$ cat src/rtl/rega_timer_ctrl.sv
// Irrigation watering timer sequencer: loads a BCD MM:SS preset, counts it down
// on the 1 Hz tick while driving the valve, and reports completion or fault.
module rega_timer_ctrl (
    input  logic       clk,
    input  logic       reset,
    input  logic       tick,
    input  logic       start,
    input  logic       abort,
    input  logic       error,
    input  logic [3:0] preset_us,
    input  logic [3:0] preset_ds,
    input  logic [3:0] preset_um,
    input  logic [3:0] preset_dm,
    output logic [3:0] cnt_us,
    output logic [3:0] cnt_ds,
    output logic [3:0] cnt_um,
    output logic [3:0] cnt_dm,
    output logic       valve,
    output logic       busy,
    output logic       done,
    output logic       fault
);

    typedef enum logic [2:0] {
        ST_IDLE  = 3'd0,
        ST_LOAD  = 3'd1,
        ST_RUN   = 3'd2,
        ST_DONE  = 3'd3,
        ST_FAULT = 3'd4
    } state_t;

    state_t      state_r;
    state_t      state_next_s;
    logic [15:0] cnt_r;
    logic [15:0] cnt_next_s;
    logic [15:0] cnt_dec_s;
    logic [15:0] preset_s;

    function automatic logic preset_valid(input logic [15:0] p);
        return (p[3:0] <= 4'd9) && (p[7:4] <= 4'd5) &&
               (p[11:8] <= 4'd9) && (p[15:12] <= 4'd5);
    endfunction

    assign preset_s = {preset_dm, preset_um, preset_ds, preset_us};

    // BCD decrement with borrow chain us -> ds -> um -> dm.
    always_comb begin
        cnt_dec_s = cnt_r;
        if (cnt_r[3:0] != 4'd0) begin
            cnt_dec_s[3:0] = cnt_r[3:0] - 4'd1;
        end else begin
            cnt_dec_s[3:0] = 4'd9;
            if (cnt_r[7:4] != 4'd0) begin
                cnt_dec_s[7:4] = cnt_r[7:4] - 4'd1;
            end else begin
                cnt_dec_s[7:4] = 4'd5;
                if (cnt_r[11:8] != 4'd0) begin
                    cnt_dec_s[11:8] = cnt_r[11:8] - 4'd1;
                end else begin
                    cnt_dec_s[11:8]  = 4'd9;
                    cnt_dec_s[15:12] = cnt_r[15:12] - 4'd1;
                end
            end
        end
    end

    // Next-state and next-count selection; error outranks abort outranks start/tick.
    always_comb begin
        state_next_s = state_r;
        cnt_next_s   = cnt_r;
        case (state_r)
            ST_IDLE: begin
                if (error) begin
                    state_next_s = ST_FAULT;
                    cnt_next_s   = 16'h0000;
                end else if (start && !abort) begin
                    state_next_s = ST_LOAD;
                end else begin
                    state_next_s = ST_IDLE;
                end
            end
            ST_LOAD: begin
                if (error || (!abort && !preset_valid(preset_s))) begin
                    state_next_s = ST_FAULT;
                    cnt_next_s   = 16'h0000;
                end else if (abort) begin
                    state_next_s = ST_IDLE;
                    cnt_next_s   = 16'h0000;
                end else if (preset_s == 16'h0000) begin
                    state_next_s = ST_DONE;
                    cnt_next_s   = 16'h0000;
                end else begin
                    state_next_s = ST_RUN;
                    cnt_next_s   = preset_s;
                end
            end
            ST_RUN: begin
                if (error) begin
                    state_next_s = ST_FAULT;
                    cnt_next_s   = 16'h0000;
                end else if (abort) begin
                    state_next_s = ST_IDLE;
                    cnt_next_s   = 16'h0000;
                end else if (tick) begin
                    cnt_next_s   = cnt_dec_s;
                    state_next_s = (cnt_dec_s == 16'h0000) ? ST_DONE : ST_RUN;
                end else begin
                    state_next_s = ST_RUN;
                end
            end
            ST_DONE: begin
                cnt_next_s   = 16'h0000;
                state_next_s = error ? ST_FAULT : ST_IDLE;
            end
            ST_FAULT: begin
                // Leaving needs start low as well, so a stuck start cannot re-arm.
                cnt_next_s   = 16'h0000;
                state_next_s = (!error && !start) ? ST_IDLE : ST_FAULT;
            end
            default: begin
                state_next_s = ST_IDLE;
                cnt_next_s   = 16'h0000;
            end
        endcase
    end

    // State and count registers.
    always_ff @(posedge clk or posedge reset) begin
        if (reset) begin
            state_r <= ST_IDLE;
            cnt_r   <= 16'h0000;
        end else begin
            state_r <= state_next_s;
            cnt_r   <= cnt_next_s;
        end
    end

    assign cnt_us = cnt_r[3:0];
    assign cnt_ds = cnt_r[7:4];
    assign cnt_um = cnt_r[11:8];
    assign cnt_dm = cnt_r[15:12];
    assign valve  = (state_r == ST_RUN);
    assign busy   = (state_r == ST_LOAD) || (state_r == ST_RUN);
    assign done   = (state_r == ST_DONE);
    assign fault  = (state_r == ST_FAULT);

endmodule
$ cat config.mk
export PLATFORM = sky130hd
export DESIGN_NAME = rega_timer_ctrl
export DESIGN_NICKNAME = d
export VERILOG_FILES = /design/src/rtl/rega_timer_ctrl.sv
export SDC_FILE = /design/constraint.sdc
export NUM_CORES = 1
export LEC_CHECK = 0
export CORE_UTILIZATION = 30
export DETAILED_ROUTE_END_ITERATION = 16
export GPL_ROUTABILITY_DRIVEN = 0
export SYNTH_ARGS = -nofsm -noshare
export SYNTH_HDL_FRONTEND = slang
export SYNTH_SLANG_ARGS = --single-unit
$ cat constraint.sdc
create_clock -name clk -period 2.8 [get_ports clk]
set_input_delay 0.56 -clock clk [delete_from_list [all_inputs] [get_ports clk]]
set_output_delay 0.56 -clock clk [all_outputs]
set_load 0.05 [all_outputs]
==> results.yml, run 1 <==
outcome:
  status: "complete, no violations"
min_path:
  hp-class: "reg2reg"
  hold_depth: 1
  min_from: "state_r[1]$_DFF_PP0_"
  holdPathEnd: "state_r[2]$_DFF_PP0_"
placed_design:
  placed_cell_area_sq_um: 1800
  port_buffers: 41
  pre_cts_ws_ns: 0.321
  post-dp-hpwl_microns: 3080
power:
  vdd_ir_drop_max_mv: 0.146
  seqPwrFrac_pct: 45.4
  power.share.combinational_pct: 22.8
  clkPwrFrac_pct: 31.8
  swShare_pct: 30.4
  cell_internal_pwr_w: 0.000443
  powerDensity_nw_per_um2: 345
  p_leak_nw: 0.721
  p_switching_w: 0.000193
grt:
  grt_usage_pct: 19.1
  grt_pass1_vias: 1325
  antenna_found_initial: 0
  grt_use_met2_pct: 29.8
  grtUsageMet3_pct: 2.96
  grt_overflow: 0
  grt_pass1_wl_microns: 6640
  grt.busiest_layer: "met2"
  use_met1_pct: 27.5
  grt_max_degree: 20
timing:
  fin_crit_sh_pct: 91.6
  slew_headroom_pct: 44.5
  maxSlewViolCount: 0
  rsz0062_at_grt: "false"
  hold_viol: 0
  finalCriticalPeriod_ns: 2.56
  setup_tns_ns: 0
  whs_ns: 0.585
  fmax_mhz: 390
  fin_ws_ns: 0.235
  worstMarginPinSlew_ns: 0.832
  fin_skew_ns: 0.00393
  setup_viol: 0
die:
  die_width_microns: 68.7
  start_util_pct: 32.2
  coreArea_sq_um: 4140
  die_h_microns: 68.7
  rows: 23
  ioPinCount: 42
  dieArea_sq_um: 4720
worst_setup_path:
  end_kind: "output port"
  reg2reg_depth: 5
  crit_required_ns: 2.24
  arrival_ns: 2.00
  cpPeakStageDelay_ns: 0.83
  r2r_slack_ns: 0.75
  r2r-start: "cnt_r[3]$_DFFE_PP0P_"
  cp_slowest_cell: "clkdlybuf4s50_1"
  cp_max_fo: 8
  path_class: "reg2out"
  reg2reg_to: "cnt_r[15]$_DFFE_PP0P_"
  cp-start-kind: "flip-flop"
  worstPathCellList: "nand2b_1 -> a21oi_1 -> clkdlybuf4s50_1"
clocking:
  insertion_delay_ns: 0.26
  ctsRootBufferMaster: "clkbuf_8"
  cts_setup_buffers: 0
  clock_path_buffers: 2
  tritoncts: "built"
  cts_resized: 0
  clkSlewWorstSetupHoldPaths_ns: 0.08
  cts_max_level: 1
  cts_buffers: 3
  cts_num_sinks: 19
  ctsHoldBuffers: 0
yosys:
  ys_async_sr_fraction_pct: 100
  yosys-mux-area-fraction_pct: 2.72
  synth-xor-area-share_pct: 0.656
  synth-compound-area-share_pct: 25.3
  yosysTopAreaCell: "dfrtp_1"
  yosysTopAreaCellShare_pct: 35.6
  syn_area_sq_um: 1340
  syn_inst: 162
  syn_avg_cell_area_sq_um: 8.24
  synthAdderAreaFrac_pct: 0.937
  yosys.area_share.simple_pct: 31.6
  syn_nets: 185
  yosysWarningCount: 0
  ys_top_cells_by_area: "dfrtp_1 36%, nor2_1 7.6%, a21oi_1 5.2%"
  synth_ff_type: "dfrtp_1"
  yosysSeqAreaShare_pct: 35.6
  synth.distinct_cells: 44
  ys_ff_latch: 19
  synth_top_family_by_area: "simple AND/OR/NAND/NOR gates"
  synth_edf_count: 0
run:
  maxCapViolations: 0
drt:
  dr_total_vias: 1453
  drcViolationCount: 0
  postRouteAntennaNets: 0
  wl_per_cell_microns: 16.3
  dr.pass1.iters: 4
  postRouteWirelength_microns: 4150
  first_iter_violations: 109
  vias_per_cell: 5.72
cells_and_area:
  antenna_cells: 0
  syn_to_final_growth_pct: 38.1
  layout-drive-gt1-share_pct: 8.33
  stdcell_area_sq_um: 1840
  most-common-layout-cells: "41 x clkdlybuf4s50_1, 27 x nor2_1, 19 x dfrtp_1"
  final_common_cell: "clkdlybuf4s50_1"
  seqCellArea_sq_um: 475
  finish.net_count: 228
  num-fill-cells: 428
  multi_input_area_sq_um: 817
[registers in the layout, indices dropped and copies added, names as in the netlist]
name and flops:
cnt_r 16, state_r 3
[worst max-delay path: cells and delay by family (launching register included)]
family / cells / cell delay [ns]
and+or+nand+nor: 1 / 0.23
DFF: 1 / 0.47
AOI/OAI and AO/OA: 1 / 0.21
buffers and inverters: 1 / 0.83
[metrics by stage]
stage | power [W] | std cells | util (%)
5_1_grt | 0.000670 | 254 | 44.5
3_5_place_dp | 0.000438 | 250 | 43.4
3_3_place_gp | 0.000436 | 250 | 43.4
2_1_floorplan | 0.000374 | 162 | -
4_1_cts | 0.000641 | 254 | 44.5
6_report | 0.000636 | 254 | 44.5
[layer usage]
| metal | vias to the layer above | routed length [microns] |
|---|---|---|
| met3 | 7 | 244 |
| met4 | 0 | 52 |
| met5 | - | 0 |
| met2 | 52 | 1830 |
| met1 | 698 | 2020 |
| li1 | 696 | - |
[synthesized netlist by cell type (all sizes together) (2+ instances only)]
cell and instances:
nand4 4, nand2 9, or3 2, nor3 14, a211oi 2, dfrtp 19
a31oi 2, a221o 3, and2 2, buf 2, nor2 27, a21oi 14
nand2b 3, a221oi 3, nand3 2, nor4 5, inv 5, clkbuf 3
o22ai 2, and4 2, mux2 2, a22oi 3, o21ai 17, nand3b 2
[cells by family after synthesis]
kind of cell,after synthesis
AND/OR/NAND/NOR,76
AO/OA/AOI/OAI,52
flip-flops,19
buffers and inverters,10
multiplexers,3
XOR/XNOR,1
adder cells (fa/ha/maj),1
[power groups by stage]
stage | Clock [W] | Combinational (W) | Sequential [W]
2_1_floorplan | 0 | 0.0000734 | 0.000301
3_3_place_gp | 0 | 0.000143 | 0.000294
3_5_place_dp | 0 | 0.000144 | 0.000294
4_1_cts | 0.000208 | 0.000145 | 0.000289
5_1_grt | 0.000222 | 0.000158 | 0.000290
6_report | 0.000202 | 0.000145 | 0.000289
[worst max-delay path by stage]
stage | startpoint | end | depth (start not counted) | slack (ns)
2_1_floorplan | cnt_r[1]$_DFFE_PP0P_ | cnt_r[5]$_DFFE_PP0P_ | 5 | 0.69
3_3_place_gp | preset_us[1] | cnt_r[3]$_DFFE_PP0P_ | 6 | 0.41
3_5_place_dp | preset_us[1] | cnt_r[3]$_DFFE_PP0P_ | 6 | 0.32
4_1_cts | state_r[0]$_DFF_PP0_ | busy | 3 | 0.22
5_1_grt | state_r[0]$_DFF_PP0_ | busy | 3 | 0.14
6_report | state_r[0]$_DFF_PP0_ | busy | 3 | 0.24
[layout make-up]
class                      instances  area share [%]
clock buffer                       4            2.44
inverter                           5            1.02
multi-input combinational        133            44.3
sequential                        19            25.8
tap                               50            3.39
timing repair buffer              43            23.1
(Power assumes the default switching activity.)
==> inputs of run 2 (changes only) <==
--- a/config.mk
+++ b/config.mk
@@ -8,6 +8,7 @@
 export CORE_UTILIZATION = 30
 export DETAILED_ROUTE_END_ITERATION = 16
 export GPL_ROUTABILITY_DRIVEN = 0
+export GPL_TIMING_DRIVEN = 0
 export SYNTH_ARGS = -nofsm -noshare
 export SYNTH_HDL_FRONTEND = slang
 export SYNTH_SLANG_ARGS = --single-unit
==> results.yml, run 2 (synthesis results as in run 1) <==
cells_and_area:
  finalCoreUtilization_pct: 44.7
  finalNonFillerCells: 257
  num-fill-cells: 430
  antenna_cells: 0
  multi_input_area_sq_um: 817
  largest_register_ffs: 16
  finish.net_count: 231
  syn_to_final_growth_pct: 38.8
  seqCellArea_sq_um: 475
  reg_top3: "cnt_r: 16 flops, state_r: 3 flops"
  regMostFlops: "cnt_r"
  layout-drive-gt1-share_pct: 8.21
  most-common-layout-cells: "41 x clkdlybuf4s50_1, 27 x nor2_1, 19 x dfrtp_1"
  final_common_cell: "clkdlybuf4s50_1"
drt:
  dr.pass1.iters: 4
  postRouteAntennaNets: 0
  vias_per_cell: 5.47
  postRouteWirelength_microns: 4000
  wl_per_cell_microns: 15.5
  dr_total_vias: 1407
  first_iter_violations: 85
  drcViolationCount: 0
timing:
  fin_skew_ns: 0.00607
  finalCriticalPeriod_ns: 2.58
  fin_crit_sh_pct: 92.1
  fin_ws_ns: 0.222
  worstMarginPinSlew_ns: 0.781
  setup_tns_ns: 0
  setup_viol: 0
  fmax_mhz: 388
  rsz0062_at_grt: "false"
  slew_headroom_pct: 47.9
  hold_viol: 0
  maxSlewViolCount: 0
clocking:
  cts_buffers: 3
  clkSlewWorstSetupHoldPaths_ns: 0.08
  cts_setup_buffers: 0
  cts_resized: 0
  cts_num_sinks: 19
  ctsRootBufferMaster: "clkbuf_8"
  tritoncts: "built"
  cts_max_level: 1
  insertion_delay_ns: 0.26
  clock_path_buffers: 2
  ctsHoldBuffers: 0
power:
  p_switching_w: 0.000190
  seqPwrFrac_pct: 45.0
  p_leak_nw: 0.723
  clkPwrFrac_pct: 31.5
  powerDensity_nw_per_um2: 342
  cell_internal_pwr_w: 0.000444
  vdd_ir_drop_max_mv: 0.269
  p_total_w: 0.000634
  power.share.combinational_pct: 23.5
  swShare_pct: 30.0
worst_setup_path:
  cp_slowest_cell: "clkdlybuf4s50_1"
  end_kind: "output port"
  crit_required_ns: 2.24
  arrival_ns: 2.02
  cp_max_fo: 8
  cpPeakStageDelay_ns: 0.84
  cp.buffers_inverters: 1
  worstPathCellList: "nand2b_1 -> a21oi_1 -> clkdlybuf4s50_1"
  path_class: "reg2out"
  cp_top_family: "buffers and inverters"
  cp-start-kind: "flip-flop"
die:
  coreArea_sq_um: 4140
  start_util_pct: 32.2
  ioPinCount: 42
  rows: 23
  die_width_microns: 68.7
  dieArea_sq_um: 4720
  die_h_microns: 68.7
grt:
  grt_pass1_wl_microns: 6220
  antenna_found_initial: 0
  grt_usage_pct: 18.3
  grt_pass1_vias: 1208
  grt_overflow: 0
  grt_max_degree: 20
min_path:
  hp-class: "reg2reg"
outcome:
  status: "complete, no violations"
placed_design:
  post-dp-hpwl_microns: 2920
  pre_cts_ws_ns: 0.359
  port_buffers: 41
  dp_cells: 253
run:
  maxCapViolations: 0
[run 2: cell types whose count changed in the layout (fill, tap and decap cells not counted)]
| cell | previous run | this run |
|---|---|---|
| buf_4 | 2 | 1 |
| clkbuf_1 | 1 | 4 |
| buf_2 | 0 | 1 |
[run 2: final cells by class]
class,instances,share of cell area (%)
plain buffers,5,1.28
flip-flops and latches,19,25.7
repair buffers,41,22.1
multi-input cells,133,44.1
well taps,50,3.38
inverters,5,1.01
clock buffers,4,2.43
[run 2: metrics by stage]
stage / hold WS [ns] / cell area, sq um
after CTS: 0.564 / 1850
after global placement: 0.559 / 1810
after floorplan: 0.508 / 1340
final: 0.573 / 1850
after global routing: 0.612 / 1850
after detailed placement: 0.555 / 1810
[run 2: power by group through the flow]
stage	clock network (W)	logic, W	registers (W)
floorplan	0	0.0000734	0.000301
global placement	0	0.000149	0.000291
detailed placement	0	0.000148	0.000291
CTS	0.000209	0.000149	0.000285
global route	0.000217	0.000162	0.000286
finish	0.000199	0.000149	0.000285
[run 2: path summary, 6_finish.rpt]
path	cells after the start	slack [ns]	to	from
worst max-delay path	3	0.22	busy	state_r[0]$_DFF_PP0_
worst min-delay path	1	0.57	state_r[2]$_DFF_PP0_	state_r[1]$_DFF_PP0_
worst max register to register	6	0.78	state_r[0]$_DFF_PP0_	cnt_r[3]$_DFFE_PP0P_
worst min register to register	1	0.57	state_r[2]$_DFF_PP0_	state_r[1]$_DFF_PP0_
max in group asynchronous	2	1.57	cnt_r[6]$_DFFE_PP0P_	reset
min in group asynchronous	2	0.74	state_r[0]$_DFF_PP0_	reset
[run 2: routing by layer]
layer / vias up / track usage (%) / wire (microns)
li1: 708 / - / -
met1: 647 / 26.5 / 2010
met2: 50 / 27.5 / 1720
met3: 2 / 4.28 / 252
met4: 0 / 3.83 / 13
met5: - / 0 / 0
==> inputs of run 3 (changes only) <==
--- a/config.mk
+++ b/config.mk
@@ -5,10 +5,12 @@
 export SDC_FILE = /design/constraint.sdc
 export NUM_CORES = 1
 export LEC_CHECK = 0
-export CORE_UTILIZATION = 30
+export CORE_UTILIZATION = 46
 export DETAILED_ROUTE_END_ITERATION = 16
 export GPL_ROUTABILITY_DRIVEN = 0
 export GPL_TIMING_DRIVEN = 0
+export HOLD_SLACK_MARGIN = 0.02
+export PLACE_DENSITY = 0.79
 export SYNTH_ARGS = -nofsm -noshare
 export SYNTH_HDL_FRONTEND = slang
 export SYNTH_SLANG_ARGS = --single-unit
==> constraint.sdc (replaced) <==
create_clock -name clk -period 2.73 [get_ports clk]
set_input_delay 0.546 -clock clk [delete_from_list [all_inputs] [get_ports clk]]
set_output_delay 0.546 -clock clk [all_outputs]
set_load 0.05 [all_outputs]
==> results.yml, run 3 (synthesis results as in run 1) <==
outcome:
  status: "complete, no violations"
grt:
  grt_max_degree: 20
  antenna_found_initial: 0
  grt_usage_pct: 26.1
  grt_pass1_wl_microns: 6480
  grt_overflow: 0
  grt_pass1_vias: 1443
clocking:
  cts_buffers: 3
  insertion_delay_ns: 0.30
  cts_num_sinks: 19
  cts_resized: 0
  clock_path_buffers: 2
  ctsRootBufferMaster: "clkbuf_4"
  tritoncts: "built"
  cts_setup_buffers: 0
  clkSlewWorstSetupHoldPaths_ns: 0.11
  cts_max_level: 1
  ctsHoldBuffers: 0
worst_setup_path:
  arrival_ns: 2.06
  cp_top_family: "buffers and inverters"
  cp-start-kind: "flip-flop"
  cp_max_fo: 8
  crit_required_ns: 2.18
  path_class: "reg2out"
  cpPeakStageDelay_ns: 0.83
  end_kind: "output port"
  cp_slowest_cell: "clkdlybuf4s50_1"
  cp.buffers_inverters: 1
  worstPathCellList: "nand2b_1 -> a21oi_1 -> clkdlybuf4s50_1"
power:
  p_total_w: 0.000593
  powerDensity_nw_per_um2: 327
  p_leak_nw: 0.715
  vdd_ir_drop_max_mv: 0.371
cells_and_area:
  num-fill-cells: 230
  stdcell_area_sq_um: 1810
  largest_register_ffs: 16
  reg_top3: "cnt_r: 16 flops, state_r: 3 flops"
  syn_to_final_growth_pct: 35.6
  finish.net_count: 231
  antenna_cells: 0
  most-common-layout-cells: "41 x clkdlybuf4s50_1, 27 x nor2_1, 19 x dfrtp_1"
  seqCellArea_sq_um: 475
  multi_input_area_sq_um: 817
  regMostFlops: "cnt_r"
  final_common_cell: "clkdlybuf4s50_1"
  finalCoreUtilization_pct: 65.7
  layout-drive-gt1-share_pct: 8.21
  finalNonFillerCells: 238
drt:
  postRouteAntennaNets: 0
  drcViolationCount: 0
  first_iter_violations: 76
  wl_per_cell_microns: 16.0
  vias_per_cell: 6.30
  dr.pass1.iters: 4
  dr_total_vias: 1500
  postRouteWirelength_microns: 3800
die:
  coreArea_sq_um: 2760
  die_width_microns: 55.9
  rows: 19
  start_util_pct: 48.4
  dieArea_sq_um: 3120
  die_h_microns: 55.9
  ioPinCount: 42
timing:
  rsz0062_at_grt: "false"
  hold_viol: 0
  setup_tns_ns: 0
  fin_crit_sh_pct: 95.4
  worstMarginPinSlew_ns: 0.735
  fmax_mhz: 384
  fin_skew_ns: 0.00578
  finalCriticalPeriod_ns: 2.60
  setup_viol: 0
  slew_headroom_pct: 50.9
  maxSlewViolCount: 0
placed_design:
  post-dp-hpwl_microns: 2830
  dp_cells: 234
  port_buffers: 41
  placed_cell_area_sq_um: 1780
min_path:
  hp-class: "reg2reg"
run:
  maxCapViolations: 0
==> run 3: path summary, 6_finish.rpt <==
path | end | from | slack, ns | cells past startpoint
worst max register to register | state_r[0]$_DFF_PP0_ | cnt_r[3]$_DFFE_PP0P_ | 0.71 | 6
min in group asynchronous | state_r[1]$_DFF_PP0_ | reset | 0.66 | 2
worst min-delay path | cnt_r[4]$_DFFE_PP0P_ | cnt_r[4]$_DFFE_PP0P_ | 0.58 | 2
worst max-delay path | busy | state_r[0]$_DFF_PP0_ | 0.13 | 3
worst min register to register | cnt_r[4]$_DFFE_PP0P_ | cnt_r[4]$_DFFE_PP0P_ | 0.58 | 2
max in group asynchronous | cnt_r[0]$_DFFE_PP0P_ | reset | 1.61 | 2
==> run 3: area by class of cell <==
cell class                 count  share of cell area [%]
multi-input combinational    133                    45.1
buffer                         5                    1.31
clock buffer                   4                    1.45
tap                           31                    2.14
timing repair buffer          41                    22.7
inverter                       5                    1.04
sequential                    19                    26.3
==> run 3: power breakdown <==
group,internal [W],switching (W)
combinational,0.0000651,0.0000889
sequential,0.000286,0.00000665
clock,0.0000570,0.0000889
==> run 3: per-stage QoR <==
| step | hold WS [ns] | setup slack [ns] |
|---|---|---|
| detailed placement | 0.552 | 0.299 |
| global route | 0.618 | 0.0577 |
| CTS | 0.586 | 0.128 |
| global placement | 0.541 | 0.363 |
| floorplan | 0.497 | 0.625 |
| finish | 0.582 | 0.127 |
==> run 3: worst register-to-register path: stages, from the launching register on <==
cell	delay, ns
dfrtp_1	0.49
nor3_2	0.47
and4_1	0.25
buf_2	0.17
and3_1	0.17
a21oi_1	0.05
o41ai_2	0.32
==> run 3: per-layer routing <==
layer / global-route usage, % / part of all wire [%] / vias to the layer above
met5: 0 / 0 / -
met4: 10.1 / 1.2 / 0
met3: 3.72 / 8.8 / 5
met2: 42.5 / 47 / 83
met1: 35.3 / 43 / 708
li1: - / - / 704
